[src/rtl/fetch_unit.sv]
// rtl/fetch_unit.sv - in-order instruction fetch with one outstanding read and redirect handling
module fetch_unit #(
  parameter int unsigned       xlen_p     = 32,
  parameter logic [xlen_p-1:0] reset_pc_p = 'h4000_0000
) (
  input  logic                clk_i,
  input  logic                reset_n_i,
  input  logic                redirect_i,
  input  logic [xlen_p-1:0]   redirect_pc_i,
  output logic [xlen_p-1:0]   imem_addr_o,
  output logic                imem_read_o,
  input  logic                imem_resp_i,
  input  logic [xlen_p-1:0]   imem_rdata_i,
  output logic [2*xlen_p-1:0] iq_data_o,
  output logic                iq_valid_o,
  input  logic                iq_ready_i
);

  // REQ: read outstanding; HOLD: packet waiting for the queue;
  // DISCARD: read outstanding whose data is stale because of a redirect.
  typedef enum logic [1:0] {
    ST_REQ     = 2'd0,
    ST_HOLD    = 2'd1,
    ST_DISCARD = 2'd2
  } state_e;

  state_e              state_q, state_d;
  logic [xlen_p-1:0]   pc_q, pc_d;
  logic [xlen_p-1:0]   next_pc_q, next_pc_d;
  logic [2*xlen_p-1:0] out_q, out_d;
  logic [xlen_p-1:0]   redirect_tgt;

  // Instructions are word aligned, so the low two target bits are cleared.
  assign redirect_tgt = redirect_pc_i & ~xlen_p'(3);

  assign imem_addr_o = pc_q;
  assign imem_read_o = (state_q != ST_HOLD);
  assign iq_valid_o  = (state_q == ST_HOLD);
  assign iq_data_o   = out_q;

  // State and datapath registers with synchronous active-low reset.
  always_ff @(posedge clk_i) begin
    if (!reset_n_i) begin
      state_q   <= ST_REQ;
      pc_q      <= reset_pc_p;
      next_pc_q <= reset_pc_p;
      out_q     <= '0;
    end else begin
      state_q   <= state_d;
      pc_q      <= pc_d;
      next_pc_q <= next_pc_d;
      out_q     <= out_d;
    end
  end

  // Next-state logic: capture responses, advance the PC, and retire stale reads.
  always_comb begin
    state_d   = state_q;
    pc_d      = pc_q;
    next_pc_d = next_pc_q;
    out_d     = out_q;
    unique case (state_q)
      ST_REQ: begin
        if (imem_resp_i && !redirect_i) begin
          out_d   = {pc_q, imem_rdata_i};
          state_d = ST_HOLD;
        end else if (redirect_i && !imem_resp_i) begin
          // The read cannot be withdrawn; remember the target and wait it out.
          next_pc_d = redirect_tgt;
          state_d   = ST_DISCARD;
        end else if (redirect_i && imem_resp_i) begin
          // Read completes this cycle, so the new fetch can start immediately.
          pc_d = redirect_tgt;
        end
      end
      ST_HOLD: begin
        if (redirect_i) begin
          // The packet is dropped even if the queue is ready; the queue flushes too.
          pc_d    = redirect_tgt;
          state_d = ST_REQ;
        end else if (iq_ready_i) begin
          pc_d    = pc_q + xlen_p'(4);
          state_d = ST_REQ;
        end
      end
      ST_DISCARD: begin
        if (redirect_i) begin
          next_pc_d = redirect_tgt;
        end
        if (imem_resp_i) begin
          pc_d    = redirect_i ? redirect_tgt : next_pc_q;
          state_d = ST_REQ;
        end
      end
      default: begin
        state_d = ST_REQ;
      end
    endcase
  end

endmodule

[config.mk]
export PLATFORM = sky130hd
export DESIGN_NAME = fetch_unit
export DESIGN_NICKNAME = d
export VERILOG_FILES = /design/src/rtl/fetch_unit.sv
export SDC_FILE = /design/constraint.sdc
export NUM_CORES = 1
export LEC_CHECK = 0
export ABC_AREA = 1
export BUFFER_PORTS_ARGS = -buffer_cell sky130_fd_sc_hd__buf_2
export CAP_MARGIN = 10
export CORE_MARGIN = 2
export CORE_UTILIZATION = 54
export CTS_CLUSTER_DIAMETER = 100
export DETAILED_ROUTE_END_ITERATION = 6
export PLACE_DENSITY = 0.87
export SLEW_MARGIN = 20
export SYNTH_ARGS = -nofsm -noshare
export SYNTH_HDL_FRONTEND = slang
export SYNTH_SLANG_ARGS = --single-unit
[constraint.sdc]
create_clock -name clk_i -period 2.55 [get_ports clk_i]
set_clock_uncertainty 0.15 [all_clocks]
set_input_delay 0.255 -clock clk_i [delete_from_list [all_inputs] [get_ports clk_i]]
set_output_delay 0.255 -clock clk_i [all_outputs]
set_load 0.01 [all_outputs]
==> flow_metrics.env, run 1 <==
export IMPL_status="complete, no violations"
export IMPL_switching_power_w=0.00233
export IMPL_clk_latency_ns=0.43
export IMPL_rsz0062_at_grt="no"
export IMPL_synthFlopType="dfxtp_1"
export IMPL_grt_max_degree=98
export IMPL_syn_instance_count=1060
export IMPL_layout_drive_gt1_share_pct=19.8
export IMPL_syn_area_sq_um=6840
export IMPL_drv_cap=0
export IMPL_p_comb_share_pct=25.8
export IMPL_io_pins=167
export IMPL_antenna_left=0
export IMPL_dieArea_sq_um=13600
export IMPL_cts_made_buffers=17
export IMPL_post_route_period_util_pct=90.6
export IMPL_die_h_microns=117
export IMPL_post_drt_wl_per_cell_microns=16.3
export IMPL_nets=1319
export IMPL_arrival_ns=2.50
export IMPL_drc=0
export IMPL_tns_ns=0
export IMPL_synth_most_common_cell="nand2_1"
export IMPL_synth_seq_cells=130
export IMPL_fin_cells=1428
export IMPL_swShare_pct=33.7
export IMPL_worstSetupStartpointType="register"
export IMPL_antenna_found_initial=0
export IMPL_clkSinkCount=130
export IMPL_regArea_sq_um=2600
export IMPL_crit_buf_inv=3
export IMPL_synth_top_cell_area_share_pct=38.1
export IMPL_cts_clk_slew_worst_paths_ns=0.06
export IMPL_placedCellCount=1350
export IMPL_vdd_drop_max_mv=0.671
export IMPL_cp_required_ns=2.75
export IMPL_power_leakage_nw=4.03
export IMPL_core_region_area_sq_um=12500
export IMPL_gp_congestion=0.958
export IMPL_htree_levels=4
export IMPL_sequentialPowerShare_pct=37.3
export IMPL_power_w=0.00691
export IMPL_path_cells="inv_1 -> ha_1 -> clkinv_1 -> o21ai_4 -> buf_12 -> o21ai_0 -> a21oi_1"
export IMPL_avgSynthCellArea_sq_um=6.45
export IMPL_synth_warnings=0
export IMPL_slowest_delay_ns=0.64
export IMPL_n_antenna_cell=0
export IMPL_critPathTopFamily="compound AO/OA/AOI/OAI gates"
export IMPL_setup_ws_ns=0.241
export IMPL_yosysSeqAreaShare_pct=38.1
export IMPL_fmax_ghz=0.433
export IMPL_power_density_nw_per_um2=781
export IMPL_period_minus_slack_ns=2.31
export IMPL_cp_max_fo=32
export IMPL_vias=7990
export IMPL_areaGrowthSynthToFinish_pct=29.4
export IMPL_worst_pin_slew_ns=0.761
export IMPL_cp_slowest_cell="o21ai_4"
export IMPL_grt_pass1_vias=7269
export IMPL_dpl_hpwl_microns=14400
export IMPL_grt_first_pass_wirelength_microns=35700
export IMPL_grt_overflow_total=0
export IMPL_maxSlewViolCount=0
export IMPL_n_fill_cell=1015
export IMPL_start_util_pct=54.8
export IMPL_crit_type="register to register"
export IMPL_root_buffer="clkbuf_16"
export IMPL_drt_wl_total_microns=23300
export IMPL_die_w_microns=117
export IMPL_port_buffers=164
export IMPL_final_util_pct=70.9
export IMPL_drtIter0Drc=919
export IMPL_relSlewSlack_pct=49.1
export IMPL_synth_cell_types=40
export IMPL_synth_largest_area_cell="dfxtp_1"
export IMPL_endpoint_kind="register"
export IMPL_hold_class="input pin to register"
export IMPL_pwr_share_clk_pct=36.9
export IMPL_power_internal_w=0.00458
export IMPL_synth_edf_count=0
export IMPL_hold_violations=0
export IMPL_yosys_top_cells_area="dfxtp_1, nand2_1, nor2_1"
export IMPL_setup_viol=0
export IMPL_multi_input_area_sq_um=3780
export IMPL_cts_tree="done"
export IMPL_ys_async_sr_fraction_pct=0
export IMPL_grt_use_total_pct=34.0
export IMPL_dr_pass1_iters=6
export IMPL_synth_commonest_cells="nand2_1, nor2_1, a21oi_1"
export IMPL_routed_via_density=5.60
export IMPL_dp_slack_ns=0.313
export IMPL_clock_path_buffers=2
export IMPL_syn_num_nets=1134
export IMPL_rows=41
==> cells in the final DEF, fill, tap and decap left out, types with 3 or more instances in the layout <==
cell type / n
buf_2: 164
o211ai_1: 3
bufinv_16: 3
dfxtp_1: 130
buf_4: 14
a21oi_1: 147
nor2_1: 199
clkbuf_8: 4
inv_1: 37
nand2_2: 5
xor2_1: 5
buf_12: 3
nand2_1: 274
ha_1: 5
dlygate4sd3_1: 48
clkinv_2: 3
o21ai_1: 4
o21ai_0: 117
a21oi_2: 3
nor2_2: 8
inv_2: 3
nand3b_1: 3
nor2_4: 8
nand3_1: 20
nand2_4: 3
clkbuf_16: 17
==> final timing paths <==
path | from | endpoint | slack (ns) | cells after the start
setup / recovery | state_q[0] | next_pc_q[8] | 0.24 | 7
hold / removal | redirect_pc_i[16] | next_pc_q[16] | 0.005 | 3
setup reg to reg | state_q[0] | next_pc_q[8] | 0.24 | 7
hold reg to reg | next_pc_q[0] | next_pc_q[0] | 0.33 | 2
==> worst reg2reg max path, cell delays in order, from the launching register on <==
cell      delay [ns]
dfxtp_1         0.34
inv_1           0.09
ha_1            0.28
clkinv_1        0.17
o21ai_4         0.64
buf_12          0.27
o21ai_0         0.12
a21oi_1         0.17
==> sequential cells by signal, indices dropped and copies added, names as in the netlist <==
register	flops
imem_addr_o	32
iq_data_o	64
next_pc_q	32
state_q	2
==> per-stage QoR <==
step / hold slack [ns] / area, sq um
global placement: 0.300 / 7750
finish: 0.00507 / 8840
global route: 0.0211 / 8840
CTS: 0.000356 / 8840
detailed placement: 0.315 / 7750
floorplan: 0.240 / 6840
==> cell families (layout without fill, tap and decap cells) <==
group | count (synthesis) | in the layout | share of synthesized area [%]
and+or+nand+nor | 527 | 527 | 31.8
xor gates and xnor gates | 6 | 6 | 0.769
buffers and inverters | 107 | 303 | 6.94
adders and majority gates | 5 | 5 | 0.915
AOI/OAI and AO/OA | 285 | 285 | 21.5
DFF | 130 | 130 | 38.1
==> area by class of cell <==
type	count	area share (%)
multi-input cells	823	42.7
flip-flops and latches	130	29.4
repair buffers	229	16.6
clock buffers	21	5.43
well taps	172	2.43
inverters	44	1.95
clock inverters	9	1.47
==> power groups by stage <==
stage / Combinational [W] / Sequential, W / Clock, W
6_report: 0.00178 / 0.00258 / 0.00255
4_1_cts: 0.00173 / 0.00256 / 0.00253
2_1_floorplan: 0.00104 / 0.00261 / 0
3_3_place_gp: 0.00162 / 0.00259 / 0
3_5_place_dp: 0.00166 / 0.00260 / 0
5_1_grt: 0.00197 / 0.00260 / 0.00264
==> routing by layer <==
metal	GRT usage (%)	share of wire (%)	vias to the layer above
met5	0	0	-
met4	16.6	3.4	0
met3	8.10	10	85
met2	55.4	47	500
met1	42.3	39	3583
li1	-	-	3822
==> what timing repair did <==
| action | in CTS | in global routing |
|---|---|---|
| buffers inserted | 0 | 0 |
| gates resized for setup | 0 | 0 |
| endpoints found under the hold margin | 50 | 0 |
| setup endpoints to repair | 0 | 0 |
| hold buffers | 48 | 0 |
(Power assumes the default switching activity.)
==> run 2: changes to the inputs <==
BUFFER_PORTS_ARGS = unset   (was -buffer_cell sky130_fd_sc_hd__buf_2)
CORE_UTILIZATION = 60   (was 54)
DONT_BUFFER_PORTS = 1   (was unset)
PLACE_DENSITY = 0.82   (was 0.87)
SLEW_MARGIN = unset   (was 20)
==> flow_metrics.env, run 2 (same netlist as run 1, synthesis figures left out) <==
export IMPL_critPathTopFamily="simple AND/OR/NAND/NOR gates"
export IMPL_drt_wl_total_microns=21200
export IMPL_vias=7276
export IMPL_crit_type="register to register"
export IMPL_clkSinkCount=130
export IMPL_grt_busiest_layer="met2"
export IMPL_clock_path_buffers=2
export IMPL_grt_pass1_vias=6631
export IMPL_drtIter0Drc=827
export IMPL_power_density_nw_per_um2=794
export IMPL_crit_start="state_q[1]"
export IMPL_endpoint_kind="register"
export IMPL_arrival_ns=2.45
export IMPL_worstSetupStartpointType="register"
export IMPL_hp_start="redirect_i"
export IMPL_grt_max_degree=98
export IMPL_grt_use_total_pct=34.5
export IMPL_die_h_microns=111
export IMPL_clk_latency_ns=0.42
export IMPL_hold_violations=0
export IMPL_cp_max_fo=55
export IMPL_rsz0062_at_grt="no"
export IMPL_port_buffers=0
export IMPL_crit_buf_inv=4
export IMPL_status="finished with violations"
export IMPL_maxSlewViolCount=0
export IMPL_post_drt_wl_per_cell_microns=17.0
export IMPL_relSlewSlack_pct=68.5
export IMPL_setup_viol=0
export IMPL_place_area_sq_um=6900
export IMPL_dpl_hpwl_microns=13100
export IMPL_start_util_pct=62.2
export IMPL_grt_first_pass_wirelength_microns=34600
export IMPL_routed_via_density=5.81
export IMPL_nets=1173
export IMPL_die_w_microns=111
export IMPL_n_fill_cell=880
export IMPL_gp_congestion=0.929
export IMPL_dieArea_sq_um=12300
export IMPL_antenna_left=0
export IMPL_areaGrowthSynthToFinish_pct=18.7
export IMPL_period_minus_slack_ns=2.31
export IMPL_cts_resized=0
export IMPL_io_pins=167
export IMPL_violations="design-rule violations"
export IMPL_path_cells="inv_1 -> ha_1 -> inv_4 -> nor2_4 -> inv_2 -> or2_1 -> nand2_2 -> nor2_8 -> inv_6 -> nor2_1 -> o31ai_1 -> a21oi_1"
export IMPL_largest_reg_flops=64
export IMPL_hold_class="input pin to register"
export IMPL_drv_cap=0
export IMPL_htree_levels=4
export IMPL_cp_required_ns=2.69
export IMPL_root_buffer="clkbuf_16"
export IMPL_core_region_area_sq_um=11000
export IMPL_slowest_delay_ns=0.32
export IMPL_use_met3_pct=9.95
export IMPL_fmax_ghz=0.433
export IMPL_layout_commonest_cell="nand2_1"
export IMPL_grt_overflow_total=0
export IMPL_power_leakage_nw=3.31
export IMPL_stdcell_area_sq_um=8110
export IMPL_post_route_period_util_pct=90.6
export IMPL_cts_clk_slew_worst_paths_ns=0.06
export IMPL_dr_pass1_iters=7
export IMPL_final_cell_mix="nand2_1, nor2_1, a21oi_1, dfxtp_1, o21ai_0"
export IMPL_grtUsageMet2_pct=54.9
export IMPL_rows=38
export IMPL_use_met1_pct=45.2
export IMPL_worst_pin_slew_ns=0.473
export IMPL_r2r_start="state_q[1]"
export IMPL_cts_tree="done"
export IMPL_tns_ns=0
export IMPL_drc=5
export IMPL_vdd_drop_max_mv=0.552
export IMPL_layout_drive_gt1_share_pct=8.10
export IMPL_antenna_found_initial=1
export IMPL_cp_slowest_cell="dfxtp_1"
export IMPL_cts_made_buffers=17
[run 2: worst paths after layout]
check                         to  slack, ns  cells past startpoint
setup / recovery  imem_addr_o[2]       0.24                     12
hold / removal        state_q[1]      0.009                      4
hold reg to reg     next_pc_q[1]       0.31                      2
setup reg to reg  imem_addr_o[2]       0.24                     12
[run 2: worst reg2reg max path, stage by stage (launching register included)]
cell,delay (ns)
dfxtp_1,0.32
inv_1,0.11
ha_1,0.23
inv_4,0.11
nor2_4,0.13
inv_2,0.08
or2_1,0.23
nand2_2,0.12
nor2_8,0.07
inv_6,0.32
nor2_1,0.11
o31ai_1,0.10
a21oi_1,0.11
[run 2: repair_timing]
action                    in CTS  in global routing
hold buffers                  63                  0
hold endpoints to repair     126                  0
buffers inserted               0                  0
[run 2: metal layers]
layer  part of all wire, %  wire length [microns]
met2                    46                   9780
met3                    12                   2510
met1                    40                   8520
met4                   2.0                    423
met5                     0                      0
[run 2: final cells by class]
class,count,area [sq um],area share [%]
Multi-Input combinational cell,823,3780,46.5
Sequential cell,130,2600,32.1
Timing Repair Buffer,83,823,10.1
Clock buffer,19,453,5.58
Tap cell,140,175,2.16
Inverter,44,173,2.13
Clock inverter,12,109,1.34
Antenna cell,1,2.50,0.0308
[run 2: power by group]
| group | internal (W) | switching [W] | total [W] |
|---|---|---|---|
| Combinational | 0.000531 | 0.000943 | 0.00147 |
| Clock | 0.00138 | 0.000921 | 0.00230 |
| Sequential | 0.00230 | 0.000365 | 0.00266 |
| Total | 0.00421 | 0.00223 | 0.00644 |
[run 2: through the flow]
step	utilization, %	power (W)	cells	hold WS [ns]	worst slack (ns)
after global routing	73.9	0.00676	1252	0.0313	0.116
after detailed placement	62.8	0.00402	1157	0.226	0.324
after CTS	73.9	0.00641	1251	0.00321	0.314
final	73.9	0.00644	1252	0.00923	0.239
after global placement	62.8	0.00399	1157	0.220	0.382
after floorplan	-	0.00365	1060	0.240	0.549
==> run 3: changes to the inputs <==
CORE_ASPECT_RATIO = 1.4   (was unset)
==> flow_metrics.env, run 3 (same netlist as run 1, synthesis figures left out) <==
export IMPL_status="complete, no violations"
export IMPL_tns_ns=0
export IMPL_layout_commonest_cell="nand2_1"
export IMPL_hold_class="input pin to register"
export IMPL_hp_start="redirect_pc_i[10]"
export IMPL_drt_wl_total_microns=22100
export IMPL_reg2regPathDepth=8
export IMPL_core_region_area_sq_um=11200
export IMPL_n_fill_cell=905
export IMPL_critPathTopFamily="buffers and inverters"
export IMPL_period_minus_slack_ns=2.38
export IMPL_cp_required_ns=2.69
export IMPL_cts_clk_slew_worst_paths_ns=0.06
export IMPL_grt_use_total_pct=35.5
export IMPL_post_drt_wl_per_cell_microns=17.4
export IMPL_drtIter0Drc=584
export IMPL_topRoutingLayerUsed="met4"
export IMPL_rr_endpoint="imem_addr_o[14]"
export IMPL_power_leakage_nw=3.37
export IMPL_rsz0062_at_grt="no"
export IMPL_dieArea_sq_um=12300
export IMPL_cp_max_fo=60
export IMPL_slowest_delay_ns=0.56
export IMPL_die_w_microns=94.2
export IMPL_wl_met2_microns=10800
export IMPL_sequentialPowerShare_pct=40.0
export IMPL_fmax_ghz=0.420
export IMPL_drc=0
export IMPL_start_util_pct=60.9
export IMPL_port_buffers=0
export IMPL_layout_drive_gt1_share_pct=8.83
export IMPL_grt_max_degree=99
export IMPL_clock_path_buffers=2
export IMPL_cts_made_buffers=17
export IMPL_grt_overflow_total=0
export IMPL_postCtsSetupRepairBufs=0
export IMPL_r2r_start="state_q[0]"
export IMPL_cts_resized=0
export IMPL_path_cells="inv_1 -> ha_1 -> clkinv_1 -> buf_4 -> a21oi_1 -> or2_2 -> o21ai_0 -> a21oi_1"
export IMPL_antenna_left=0
export IMPL_swShare_pct=35.7
export IMPL_antenna_found_initial=1
export IMPL_power_internal_w=0.00424
export IMPL_arrival_ns=2.52
export IMPL_cp_slowest_cell="buf_4"
export IMPL_dr_pass1_iters=6
export IMPL_cp_common_cell="a21oi_1"
export IMPL_dpl_hpwl_microns=13700
export IMPL_worst_pin_slew_ns=0.970
export IMPL_vdd_drop_max_mv=0.539
export IMPL_wl_met3_microns=2200
export IMPL_setup_viol=0
export IMPL_power_density_nw_per_um2=805
export IMPL_crit_start="state_q[0]"
export IMPL_grt_first_pass_wirelength_microns=33900
export IMPL_routed_via_density=5.86
export IMPL_final_cell_mix="nand2_1, nor2_1, a21oi_1, dfxtp_1, o21ai_0"
export IMPL_htree_levels=4
export IMPL_rows=46
export IMPL_crit_type="register to register"
export IMPL_endpoint_kind="register"
export IMPL_io_pins=167
export IMPL_min_to="imem_addr_o[10]"
export IMPL_clkSinkCount=130
export IMPL_largest_reg_flops=64
export IMPL_switching_power_w=0.00235
export IMPL_relSlewSlack_pct=35.3
export IMPL_wl_met1_microns=7880
export IMPL_crit_buf_inv=3
export IMPL_holdPathStages=3
export IMPL_cts_tree="done"
export IMPL_vias=7425
export IMPL_root_buffer="clkbuf_16"
export IMPL_drv_cap=0
export IMPL_hold_violations=0
export IMPL_clk_latency_ns=0.42
export IMPL_pwr_share_clk_pct=36.9
export IMPL_gp_congestion=0.989
export IMPL_areaGrowthSynthToFinish_pct=19.7
export IMPL_worstSetupStartpointType="register"
export IMPL_nets=1182
export IMPL_post_route_period_util_pct=93.5
export IMPL_die_h_microns=130
export IMPL_r2r_setup_slack_ns=0.17
export IMPL_final_util_pct=72.9
export IMPL_p_comb_share_pct=23.1
export IMPL_maxSlewViolCount=0
export IMPL_grt_pass1_vias=6927
[run 3: cell types whose count changed in the layout (fill, tap and decap cells not counted)]
| cell | previous run | this run |
|---|---|---|
| buf_4 | 18 | 27 |
| inv_6 | 2 | 8 |
| clkinv_2 | 3 | 0 |
| buf_12 | 2 | 0 |
| clkinvlp_4 | 5 | 3 |
| clkbuf_8 | 2 | 1 |
| dlygate4sd3_1 | 62 | 63 |
| inv_8 | 0 | 1 |
| o21ai_2 | 0 | 1 |
[run 3: per-layer routing]
metal	track usage, %	up-vias
met2	60.9	398
met4	20.6	0
met3	10.5	108
li1	-	3542
met1	38.7	3377
met5	0	-
[run 3: power by group through the flow]
| stage | clock network [W] | registers, W | logic [W] |
|---|---|---|---|
| 3_3_place_gp | 0 | 0.00267 | 0.00133 |
| 5_1_grt | 0.00253 | 0.00267 | 0.00170 |
| 2_1_floorplan | 0 | 0.00261 | 0.00104 |
| 4_1_cts | 0.00243 | 0.00263 | 0.00148 |
| 6_report | 0.00243 | 0.00264 | 0.00152 |
| 3_5_place_dp | 0 | 0.00267 | 0.00136 |
[run 3: worst max path at each step]
stage	endpoint	slack, ns	cells after the start
CTS	next_pc_q[7]	0.16	7
detailed placement	next_pc_q[9]	0.22	7
floorplan	imem_addr_o[24]	0.55	14
global route	imem_addr_o[14]	0.04	8
global placement	next_pc_q[15]	0.28	7
finish	imem_addr_o[14]	0.17	8
[run 3: repair_timing]
item | CTS | global route
setup endpoints to repair | 0 | 11
endpoints found under the hold margin | 130 | 0
hold buffers | 64 | 0
[run 3: tightest hold or removal path, delay by kind of cell]
family	cells	cell delay, ns
compound gates	3	0.28
[run 3: metrics by stage]
stage          worst slack (ns)  cells  instance area (sq um)  hold slack, ns  power, W
2_1_floorplan             0.549   1060                   6840           0.240   0.00365
3_3_place_gp              0.278   1168                   6930           0.225   0.00400
3_5_place_dp              0.225   1168                   6930           0.228   0.00403
4_1_cts                   0.159   1264                   8170         0.00163   0.00654
5_1_grt                  0.0445   1266                   8190          0.0310   0.00689
6_report                  0.166   1266                   8190         0.00937   0.00659
[run 3: cell type report]
type / instances / area, sq um / share of cell area (%)
multi-input combinational: 824 / 3780 / 46.2
sequential: 130 / 2600 / 31.8
antenna: 1 / 2.50 / 0.0306
inverter: 44 / 173 / 2.11
timing repair buffer: 91 / 861 / 10.5
clock inverter: 14 / 143 / 1.74
clock buffer: 18 / 439 / 5.37
tap: 144 / 180 / 2.20
